**src/rtl/isu_pkg.sv**
```systemverilog
// Shared constants and types for the instruction fetch unit.
// Entry layout pairs each fetched word with its byte address.
package isu_pkg;

  localparam int INSN_BYTES    = 4;
  localparam int FETCH_Q_DEPTH = 2;

  localparam logic [31:0] DEFAULT_RESET_PC = 32'h0;

  typedef struct packed {
    logic [31:0] pc;
    logic [31:0] data;
  } fetch_entry_t;

endpackage

```
**src/rtl/isu_fetch_q.sv**
```systemverilog
// Two-entry fetch buffer; head always lives in slot 0.
// Slots beyond the current count are kept at zero.
module fetch_q
  import isu_pkg::*;
#(
  parameter int D_WIDTH = 32,
  parameter int A_WIDTH = 32
) (
  input  logic               clk,
  input  logic               rst,
  input  logic               push,
  input  logic [A_WIDTH-1:0] push_pc,
  input  logic [D_WIDTH-1:0] push_data,
  input  logic               pop,
  input  logic               flush,
  output logic [1:0]         count,
  output logic               head_valid,
  output logic [A_WIDTH-1:0] head_pc,
  output logic [D_WIDTH-1:0] head_data
);

  typedef struct packed {
    logic [A_WIDTH-1:0] pc;
    logic [D_WIDTH-1:0] data;
  } entry_t;

  entry_t q0;
  entry_t q1;
  entry_t in;
  logic   do_pop;

  assign in         = '{pc: push_pc, data: push_data};
  assign do_pop     = pop && (count != 2'd0);
  assign head_valid = (count != 2'd0);
  assign head_pc    = q0.pc;
  assign head_data  = q0.data;

  always_ff @(posedge clk) begin
    if (rst || flush) begin
      q0    <= '0;
      q1    <= '0;
      count <= '0;
    end else begin
      case ({push, do_pop})
        2'b11: begin
          if (count == 2'd1) begin
            q0 <= in;
          end else begin
            q0 <= q1;
            q1 <= in;
          end
        end
        2'b10: begin
          if (count == 2'd0) begin
            q0    <= in;
            count <= 2'd1;
          end else if (count == 2'd1) begin
            q1    <= in;
            count <= 2'(FETCH_Q_DEPTH);
          end
        end
        2'b01: begin
          q0    <= q1;
          q1    <= '0;
          count <= count - 2'd1;
        end
        default: ;
      endcase
    end
  end

endmodule

```
**src/rtl/isu_fetch.sv**
```systemverilog
// Fetch stage: owns the PC, issues ROM reads under a credit limit
// so the queue can always absorb the one outstanding return.
module isu_fetch
  import isu_pkg::*;
#(
  parameter int                 D_WIDTH  = 32,
  parameter int                 A_WIDTH  = 32,
  parameter logic [A_WIDTH-1:0] RESET_PC = A_WIDTH'(DEFAULT_RESET_PC)
) (
  input  logic               clk,
  input  logic               rst,
  output logic               imem_en,
  output logic [A_WIDTH-1:0] imem_addr,
  input  logic [D_WIDTH-1:0] imem_dout,
  input  logic               redirect_valid,
  input  logic [A_WIDTH-1:0] redirect_pc,
  output logic               inst_valid,
  input  logic               inst_ready,
  output logic [D_WIDTH-1:0] inst_data,
  output logic [A_WIDTH-1:0] inst_pc
);

  logic [A_WIDTH-1:0] pc;
  logic [A_WIDTH-1:0] req_pc;
  logic               req_q;
  logic [1:0]         count;
  logic               pop;
  logic               push;
  logic               issue;
  logic [2:0]         occ;

  assign pop  = inst_valid && inst_ready;
  assign push = req_q && !redirect_valid;

  // Slots already spoken for after this cycle's pop.
  assign occ = {1'b0, count} + {2'b0, req_q} - {2'b0, pop};

  assign issue = !rst && !redirect_valid
              && (occ < 3'(FETCH_Q_DEPTH));

  assign imem_en   = issue;
  assign imem_addr = pc;

  always_ff @(posedge clk) begin
    if (rst) begin
      pc     <= RESET_PC;
      req_pc <= '0;
      req_q  <= 1'b0;
    end else if (redirect_valid) begin
      pc    <= {redirect_pc[A_WIDTH-1:2], 2'b00};
      req_q <= 1'b0;
    end else begin
      req_q <= issue;
      if (issue) begin
        pc     <= pc + A_WIDTH'(INSN_BYTES);
        req_pc <= pc;
      end
    end
  end

  fetch_q #(
    .D_WIDTH (D_WIDTH),
    .A_WIDTH (A_WIDTH)
  ) u_q (
    .clk        (clk),
    .rst        (rst),
    .push       (push),
    .push_pc    (req_pc),
    .push_data  (imem_dout),
    .pop        (pop),
    .flush      (redirect_valid),
    .count      (count),
    .head_valid (inst_valid),
    .head_pc    (inst_pc),
    .head_data  (inst_data)
  );

endmodule

```
**config.mk**
```make
export PLATFORM = sky130hd
export DESIGN_NAME = isu_fetch
export DESIGN_NICKNAME = d
export VERILOG_FILES = /design/src/rtl/isu_pkg.sv /design/src/rtl/isu_fetch_q.sv /design/src/rtl/isu_fetch.sv
export SDC_FILE = /design/constraint.sdc
export NUM_CORES = 1
export LEC_CHECK = 0
export CAP_MARGIN = 20
export CORE_ASPECT_RATIO = 1.4
export CORE_MARGIN = 2
export CORE_UTILIZATION = 57
export CTS_CLUSTER_DIAMETER = 120
export DETAILED_ROUTE_END_ITERATION = 12
export GPL_ROUTABILITY_DRIVEN = 0
export GPL_TIMING_DRIVEN = 1
export MAX_ROUTING_LAYER = met4
export PLACE_DENSITY = 0.85
export SYNTH_ARGS = -nofsm -noshare
export SYNTH_HDL_FRONTEND = slang
export SYNTH_HIERARCHICAL = 1
export SYNTH_SLANG_ARGS = --single-unit
```
**constraint.sdc**
```tcl
create_clock -name clk -period 15.3 [get_ports clk]
set_input_delay 4.59 -clock clk [delete_from_list [all_inputs] [get_ports clk]]
set_output_delay 4.59 -clock clk [all_outputs]
set_load 0.03 [all_outputs]
```
==> out/results.txt, run 1 <==
most frequent cell on the critical path: clkdlybuf4s50_1
root buffer cell: clkbuf_16
P_leak: 3.68 nW
antenna fix cells: 0
Worst VDD drop: 0.0000912 V
Final Max Slew Viols: 0
largest net degree at the start of global routing: 87
chip width: 113 µm
commonest non-fill, non-tap cells in the layout: dfxtp_1, clkdlybuf4s50_1, nand2_1
RSZ-0062 raised after global routing: false
nature of the critical path endpoint: output port
WHS Endpoint: u_q/head_pc[8]$_SDFFE_PP0P_
reg2reg start: u_q/count[1]$_SDFFE_PP0P_
Post-DRT Antenna Nets: 0
number of DRC markers in iteration 0: 843
IO buf count: 161
Flop pwr share: 0.487
Seq cells post-synth: 191
M3 GR Usage: 0.0438
final setup violation count: 0
fin crit share: 0.800
Clk pwr share: 0.394
H-tree depth: 4
Final #Nets: 1,302
Clock transition at path regs: 0.06 ns
Comb power frac: 0.119
sw power: 0.000284 W
die area: 17,600 µm²
mapped cell area: 9450 µm²
GRT busiest layer: met2
routing usage on met1: 0.356
worst-margin pin slew: 0.855 ns
Power Density: 93.3 nW/µm²
Post-CTS Setup Repair Bufs: 0
vias: 8,980
internal power consumption: 0.000794 W
worst-path cell chain: clkdlybuf4s50_1 > and2_1 > ha_1 > nand2b_1 > fa_1 > xnor2_2 > nand3_4 > buf_4 > inv_1 > clkdlybuf4s50_1
initial antenna violation count: 0
YS warnings: 6
Final Hold Fails: 0
EDFF count, synth: 0
post-layout util: 0.715
WL per Instance: 17.3 µm
Tmin final: 12.23 ns
Starting Density: 0.585
GR Overflow Total: 0
CP Data Required Time: 10.71 ns
P&R area growth vs syn: 22.2%
proportion of synthesized chip area in sequential cells: 0.405
Hold Slack: 0.463 ns
hold_buf cts: 0
share of cells above drive strength 1: 0.0533
Slowest cell on crit path: clkdlybuf4s50_1
crit path DAT: 7.64 ns
crit path max fanout: 72
# fillers: 1,255
Reg2Reg Depth: 15
Rows: 55
CP peak stage delay: 0.63 ns
met2 Usage GRT: 0.466
final worst slack: 3.07 ns
commonest non-fill, non-tap cell in the layout: dfxtp_1
first-pass iteration count of the detailed router: 5
worst min-delay path startpoint: u_q/head_pc[8]$_SDFFE_PP0P_
FFs w/ async S/R, synth: 0
min-delay worst type: reg2reg
vias in the first global route: 8,245
worst-case clock skew: 0.00699 ns
PostCTS Resize Cnt: 0
Main synth FF type: dfxtp_1
first-pass GRT wire length: 40.5 mm
clk sinks: 191
max-cap viol count: 0
core area: 16,200 µm²
Slew headroom: 0.430
latest clock arrival within the worst-skew pair: 0.43 ns
CTS Buffer Depth: 2
dpl hpwl: 14.8 mm
WHS Path Cells: 1
placed instance count: 1,405
Cells after Synth: 1,138
I/O pins: 166
TritonCTS buffer count: 17
reg-to-reg slack, setup: 10.88 ns
f_max: 0.0817 GHz
r2r endpoint: imem_addr[19]$_SDFFE_PP0P_
DR DRC count: 0
synth unique cells: 55
Worst setup SP type: input pin
Syn Area/Cell: 8.31 µm²
worst slack at placement: 3.09 ns
GRT Util Overall: 0.283
total negative slack: 0 ns
sw frac: 0.263
CP Class: in2out
number of vias per cell: 6.25
Die Height: 156 µm
CTS tree: built
WL final: 24.8 mm
status: finished, final reports clean
post-route non-filler standard cell count: 1,437
-- kinds of logic after synthesis --
group                    after synthesis  synth area share
AO/OA/AOI/OAI                        426             0.293
XOR/XNOR                              11            0.0110
adder cells (fa/ha/maj)                9            0.0127
buffers and inverters                126            0.0586
flip-flops                           191             0.405
multiplexers                           6           0.00754
other                                  1          0.000397
AND/OR/NAND/NOR                      368             0.212
-- power by group through the flow --
stage                     registers (W)  logic (W)  clock network [W]
final                          0.000525   0.000128           0.000424
after detailed placement       0.000536   0.000127                  0
after CTS                      0.000525   0.000128           0.000429
after floorplan                0.000544  0.0000690                  0
after global routing           0.000527   0.000138           0.000448
after global placement         0.000536   0.000124                  0
-- worst max-delay path: cells and delay by family --
kind	cells	cell delay (ns)
xor gates and xnor gates	1	0.18
buffers and inverters	4	1.82
adders and majority gates	2	0.66
and+or+nand+nor	3	0.40
-- synthesized netlist by cell type (2+ instances only) --
cell type,instances,share of area
nand4_1,10,0.0066
nor3_1,5,0.0026
and2_1,76,0.050
nor2_1,16,0.0064
ha_1,8,0.011
nor3b_1,66,0.052
buf_6,6,0.0071
nand2_1,149,0.059
dfxtp_1,191,0.40
buf_2,23,0.012
nor4_1,4,0.0026
inv_1,10,0.0040
nor4_2,2,0.0026
o22ai_1,8,0.0053
buf_1,9,0.0036
buf_4,2,0.0016
nor2b_1,3,0.0020
a31oi_1,81,0.054
or2_2,2,0.0013
o311ai_0,2,0.0019
mux2_2,5,0.0060
o2bb2ai_1,62,0.057
and4_1,2,0.0019
xor2_1,9,0.0083
clkbuf_1,75,0.030
and3_1,6,0.0040
nand3_1,16,0.0085
o21ai_0,128,0.068
a32oi_1,66,0.061
nand2b_1,2,0.0013
a22oi_1,2,0.0016
o21ai_1,15,0.0079
a21oi_1,55,0.029
-- metal layers --
metal	vias to the layer above	wire length [µm]
met4	0	393
met3	36	1450
met2	326	12300
met5	-	0
met1	4236	10700
li1	4382	-
-- per-stage QoR --
step	power [W]	cell area [µm²]
2_1_floorplan	0.000613	9480
4_1_cts	0.00108	11600
3_3_place_gp	0.000659	11000
5_1_grt	0.00111	11600
6_report	0.00108	11600
3_5_place_dp	0.000663	11000
-- registers in the layout, summed over array words and instances, names as in the netlist --
| signal | flops |
|---|---|
| u_q/count | 2 |
| u_q/head_pc | 32 |
| u_q/q1 | 64 |
| req_pc | 30 |
| u_q/head_data | 32 |
| imem_addr | 30 |
| req_q | 1 |
-- final cells by class --
class | count | area, µm² | share of cell area
Tap cell | 199 | 249 | 0.0215
Sequential cell | 191 | 3820 | 0.331
Timing Repair Buffer | 176 | 1740 | 0.151
Inverter | 11 | 41.3 | 0.00357
Multi-Input combinational cell | 828 | 5150 | 0.445
Clock buffer | 24 | 472 | 0.0408
Clock inverter | 8 | 82.6 | 0.00715
-- worst max path at each step --
stage / from / end / cells after the start / slack, ns
2_1_floorplan: inst_ready / imem_en / 9 / 3.97
3_3_place_gp: inst_ready / imem_en / 10 / 3.14
3_5_place_dp: inst_ready / imem_en / 10 / 3.09
4_1_cts: inst_ready / imem_en / 10 / 3.07
5_1_grt: inst_ready / imem_en / 10 / 2.90
6_report: inst_ready / imem_en / 10 / 3.07
No activity file was read; power rests on OpenSTA's default activity.
==> inputs of run 2 (changes only) <==
--- a/config.mk
+++ b/config.mk
@@ -8,13 +8,13 @@
 export CAP_MARGIN = 20
 export CORE_ASPECT_RATIO = 1.4
 export CORE_MARGIN = 2
-export CORE_UTILIZATION = 57
+export CORE_UTILIZATION = 48
 export CTS_CLUSTER_DIAMETER = 120
 export DETAILED_ROUTE_END_ITERATION = 12
 export GPL_ROUTABILITY_DRIVEN = 0
 export GPL_TIMING_DRIVEN = 1
 export MAX_ROUTING_LAYER = met4
-export PLACE_DENSITY = 0.85
+export PLACE_DENSITY = 0.77
 export SYNTH_ARGS = -nofsm -noshare
 export SYNTH_HDL_FRONTEND = slang
 export SYNTH_HIERARCHICAL = 1
==> constraint.sdc (replaced) <==
create_clock -name clk -period 10.71 [get_ports clk]
set_input_delay 3.213 -clock clk [delete_from_list [all_inputs] [get_ports clk]]
set_output_delay 3.213 -clock clk [all_outputs]
set_load 0.03 [all_outputs]
==> out/results.txt, run 2 (synthesis gave the netlist of run 1 again) <==
status: finished, final reports clean
Tmin final: 8.99 ns
multi-input logic area: 5150 µm²
Top reg by flops: u_q/q1
I/O pins: 166
worst-margin pin slew: 0.770 ns
commonest non-fill, non-tap cell in the layout: dfxtp_1
initial antenna violation count: 0
H-tree depth: 4
nature of the critical path endpoint: output port
# fillers: 1,730
GR Overflow Total: 0
max-cap viol count: 0
fin crit share: 0.840
first-pass GRT wire length: 42.1 mm
Rows: 60
commonest non-fill, non-tap cells in the layout: dfxtp_1, clkdlybuf4s50_1, nand2_1
register area: 3820 µm²
Post-DRT Antenna Nets: 0
CTS tree: built
Die Height: 170 µm
RSZ-0062 raised after global routing: false
Slew headroom: 0.487
number of DRC markers in iteration 0: 1,029
CP Data Required Time: 7.50 ns
vias: 9,136
WL final: 25.9 mm
worst-case clock skew: 0.00814 ns
number of vias per cell: 6.15
DR DRC count: 0
Worst setup SP type: input pin
largest net degree at the start of global routing: 79
final worst slack: 1.72 ns
P&R area growth vs syn: 23.2%
root buffer cell: clkbuf_16
core area: 19,300 µm²
Hold Slack: 0.461 ns
Final Hold Fails: 0
Clock transition at path regs: 0.07 ns
worst slack at placement: 1.71 ns
Post-CTS Setup Repair Bufs: 0
Starting Density: 0.490
IO buf count: 161
GRT Util Overall: 0.254
WL per Instance: 17.4 µm
crit path max fanout: 3
TritonCTS buffer count: 17
PostCTS Resize Cnt: 0
CTS Buffer Depth: 2
max reg flops: 64
vias in the first global route: 8,451
die area: 20,800 µm²
first-pass iteration count of the detailed router: 5
clk sinks: 191
hold_buf cts: 0
P_leak: 3.70 nW
Worst VDD drop: 0.000105 V
latest clock arrival within the worst-skew pair: 0.43 ns
Final #Nets: 1,302
crit path DAT: 5.78 ns
f_max: 0.111 GHz
chip width: 123 µm
total negative slack: 0 ns
Power Density: 136 nW/µm²
dpl hpwl: 15.4 mm
share of cells above drive strength 1: 0.0549
final setup violation count: 0
Final Max Slew Viols: 0
min-delay worst type: reg2reg
antenna fix cells: 0
CP Class: in2out
run 2: report_power, final:
group	switching, W	internal (W)
sequential	0.0000220	0.000728
combinational	0.000114	0.0000709
clock	0.000294	0.000353
run 2: area by class of cell:
cell class,count,area share
clock buffers,20,0.0375
multi-input cells,828,0.442
flip-flops and latches,191,0.328
repair buffers,176,0.149
inverters,11,0.00354
well taps,248,0.0266
clock inverters,12,0.0130
run 2: routing by layer:
metal,part of all wire,track usage,vias to the layer above
li1,-,-,4388
met1,0.44,0.312,4406
met2,0.49,0.425,304
met3,0.052,0.0318,38
met4,0.018,0.0910,0
met5,0,-,-
run 2: path summary, 6_finish.rpt:
check                                                    from                            end  slack [ns]  cells after the start
worst max-delay path                               inst_ready                        imem_en        1.72                      9
worst min-delay path            u_q/head_data[8]$_SDFFE_PP0P_  u_q/head_data[8]$_SDFFE_PP0P_        0.46                      1
worst max register to register      u_q/count[1]$_SDFFE_PP0P_     imem_addr[18]$_SDFFE_PP0P_        6.67                     13
worst min register to register  u_q/head_data[8]$_SDFFE_PP0P_  u_q/head_data[8]$_SDFFE_PP0P_        0.46                      1
run 2: worst max-delay path, cell delays in order:
cell and delay (ns):
clkdlybuf4s50_1 0.45, and2_1 0.18, ha_1 0.24, nand2b_1 0.15
fa_1 0.41, xnor2_2 0.21, nand3_4 0.10, inv_1 0.13
clkdlybuf4s50_1 0.69
run 2: through the flow:
step	power [W]	utilization	area, µm²	instances
final	0.00158	0.604	11600	1486
after global routing	0.00164	0.604	11600	1486
after CTS	0.00159	0.602	11600	1485
after detailed placement	0.000948	0.572	11000	1453
after global placement	0.000945	0.572	11000	1453
after floorplan	0.000875	-	9480	1145
==> inputs of run 3 (changes only) <==
==> constraint.sdc (replaced) <==
create_clock -name clk -period 8 [get_ports clk]
set_input_delay 2.4 -clock clk [delete_from_list [all_inputs] [get_ports clk]]
set_output_delay 2.4 -clock clk [all_outputs]
set_load 0.03 [all_outputs]
==> out/results.txt, run 3 (synthesis gave the netlist of run 1 again) <==
status: finished, final reports clean
DR DRC count: 0
Slew headroom: 0.306
# fillers: 1,681
f_max: 0.145 GHz
share of cells above drive strength 1: 0.0542
RSZ-0062 raised after global routing: false
CTS tree: built
Final #Nets: 1,302
WL per Instance: 17.2 µm
dpl hpwl: 15.2 mm
CP peak stage delay: 0.44 ns
commonest non-fill, non-tap cells in the layout: dfxtp_1, clkdlybuf4s50_1, nand2_1
Tmin final: 6.89 ns
hold_buf cts: 0
worst-margin pin slew: 1.04 ns
die area: 20,800 µm²
WHS Endpoint: u_q/head_pc[12]$_SDFFE_PP0P_
vias in the first global route: 8,315
Slowest cell on crit path: clkdlybuf4s50_1
Die Height: 170 µm
max reg flops: 64
final worst slack: 1.11 ns
P&R area growth vs syn: 22.8%
worst-case clock skew: 0.0115 ns
WHS Path Cells: 1
TritonCTS buffer count: 17
Power Density: 178 nW/µm²
worst slack at placement: 1.09 ns
largest net degree at the start of global routing: 111
latest clock arrival within the worst-skew pair: 0.42 ns
Final Max Slew Viols: 0
total negative slack: 0 ns
final setup violation count: 0
first-pass GRT wire length: 41.4 mm
initial antenna violation count: 0
commonest non-fill, non-tap cell in the layout: dfxtp_1
worst-path cell chain: clkdlybuf4s50_1 > and2_1 > ha_1 > nand2b_1 > fa_1 > xnor2_2 > nand3_4 > inv_1 > buf_4
fin crit share: 0.862
Rows: 60
root buffer cell: clkbuf_16
vias: 8,929
GR Overflow Total: 0
WL final: 25.5 mm
Post-DRT Antenna Nets: 0
Reg2Reg Depth: 10
CP Class: in2out
Worst VDD drop: 0.000169 V
reg-to-reg slack, setup: 3.84 ns
first-pass iteration count of the detailed router: 7
chip width: 123 µm
PostCTS Resize Cnt: 0
nature of the critical path endpoint: output port
worst min-delay path startpoint: u_q/head_pc[12]$_SDFFE_PP0P_
reg2reg start: u_q/count[0]$_SDFFE_PP0P_
number of DRC markers in iteration 0: 887
clk sinks: 191
I/O pins: 166
IO buf count: 161
GRT Util Overall: 0.249
core area: 19,300 µm²
r2r endpoint: u_q/head_data[19]$_SDFFE_PP0P_
antenna fix cells: 0
Worst setup SP type: input pin
max-cap viol count: 0
P_leak: 3.67 nW
H-tree depth: 4
CTS Buffer Depth: 2
Top reg by flops: u_q/q1
number of vias per cell: 6.02
crit path DAT: 4.49 ns
Starting Density: 0.490
crit path max fanout: 4
min-delay worst type: reg2reg
Final Hold Fails: 0
Post-CTS Setup Repair Bufs: 0
CP Data Required Time: 5.60 ns
Clock transition at path regs: 0.07 ns
==> run 3: cell count changes in the layout (fill, tap and decap cells not counted) <==
cell	change
clkbuf_16	-1
clkbuf_8	+2
inv_6	-1
clkinvlp_4	+3
inv_8	-3
clkdlybuf4s50_1	-1
clkinv_4	-2
buf_4	+1
bufinv_16	-1
buf_16	+1
==> run 3: how the worst max path moves through the flow <==
stage,to,start,slack (ns),depth (start not counted)
2_1_floorplan,imem_en,inst_ready,1.05,9
3_3_place_gp,imem_en,inst_ready,1.11,9
3_5_place_dp,imem_en,inst_ready,1.09,9
4_1_cts,imem_en,inst_ready,1.08,9
5_1_grt,imem_en,inst_ready,1.01,9
6_report,imem_en,inst_ready,1.11,9
==> run 3: worst max-delay path, delay by kind of cell <==
| kind | cells | cell delay, ns |
|---|---|---|
| buf+inv | 3 | 0.82 |
| fa+ha+maj | 2 | 0.64 |
| simple gates | 3 | 0.41 |
| xor+xnor | 1 | 0.21 |
==> run 3: where the power goes <==
| group | internal (W) | total, W | switching, W |
|---|---|---|---|
| Combinational | 0.0000951 | 0.000246 | 0.000151 |
| Sequential | 0.000975 | 0.00100 | 0.0000290 |
| Clock | 0.000445 | 0.000811 | 0.000366 |
==> run 3: area by class of cell <==
cell class / count / area, µm² / area share
Multi-Input combinational cell: 828 / 5150 / 0.443
Sequential cell: 191 / 3820 / 0.329
Timing Repair Buffer: 176 / 1740 / 0.150
Clock buffer: 22 / 464 / 0.0400
Tap cell: 248 / 310 / 0.0267
Clock inverter: 8 / 83.8 / 0.00722
Inverter: 11 / 41.3 / 0.00356
==> run 3: per-layer routing <==
metal | up-vias | GRT usage | wire length [µm]
met2 | 254 | 0.405 | 12200
li1 | 4375 | - | -
met5 | - | - | 0
met1 | 4259 | 0.310 | 11400
met4 | 0 | 0.0825 | 629
met3 | 41 | 0.0446 | 1210
==> run 3: per-stage QoR <==
stage / power (W) / hold WS (ns) / instance area (µm²) / instances / util
after detailed placement: 0.00127 / 0.446 / 11100 / 1454 / 0.573
after floorplan: 0.00117 / 0.457 / 9480 / 1145 / -
after global routing: 0.00214 / 0.483 / 11600 / 1484 / 0.602
after global placement: 0.00126 / 0.444 / 11000 / 1453 / 0.572
final: 0.00206 / 0.461 / 11600 / 1484 / 0.602
after CTS: 0.00208 / 0.466 / 11600 / 1484 / 0.602
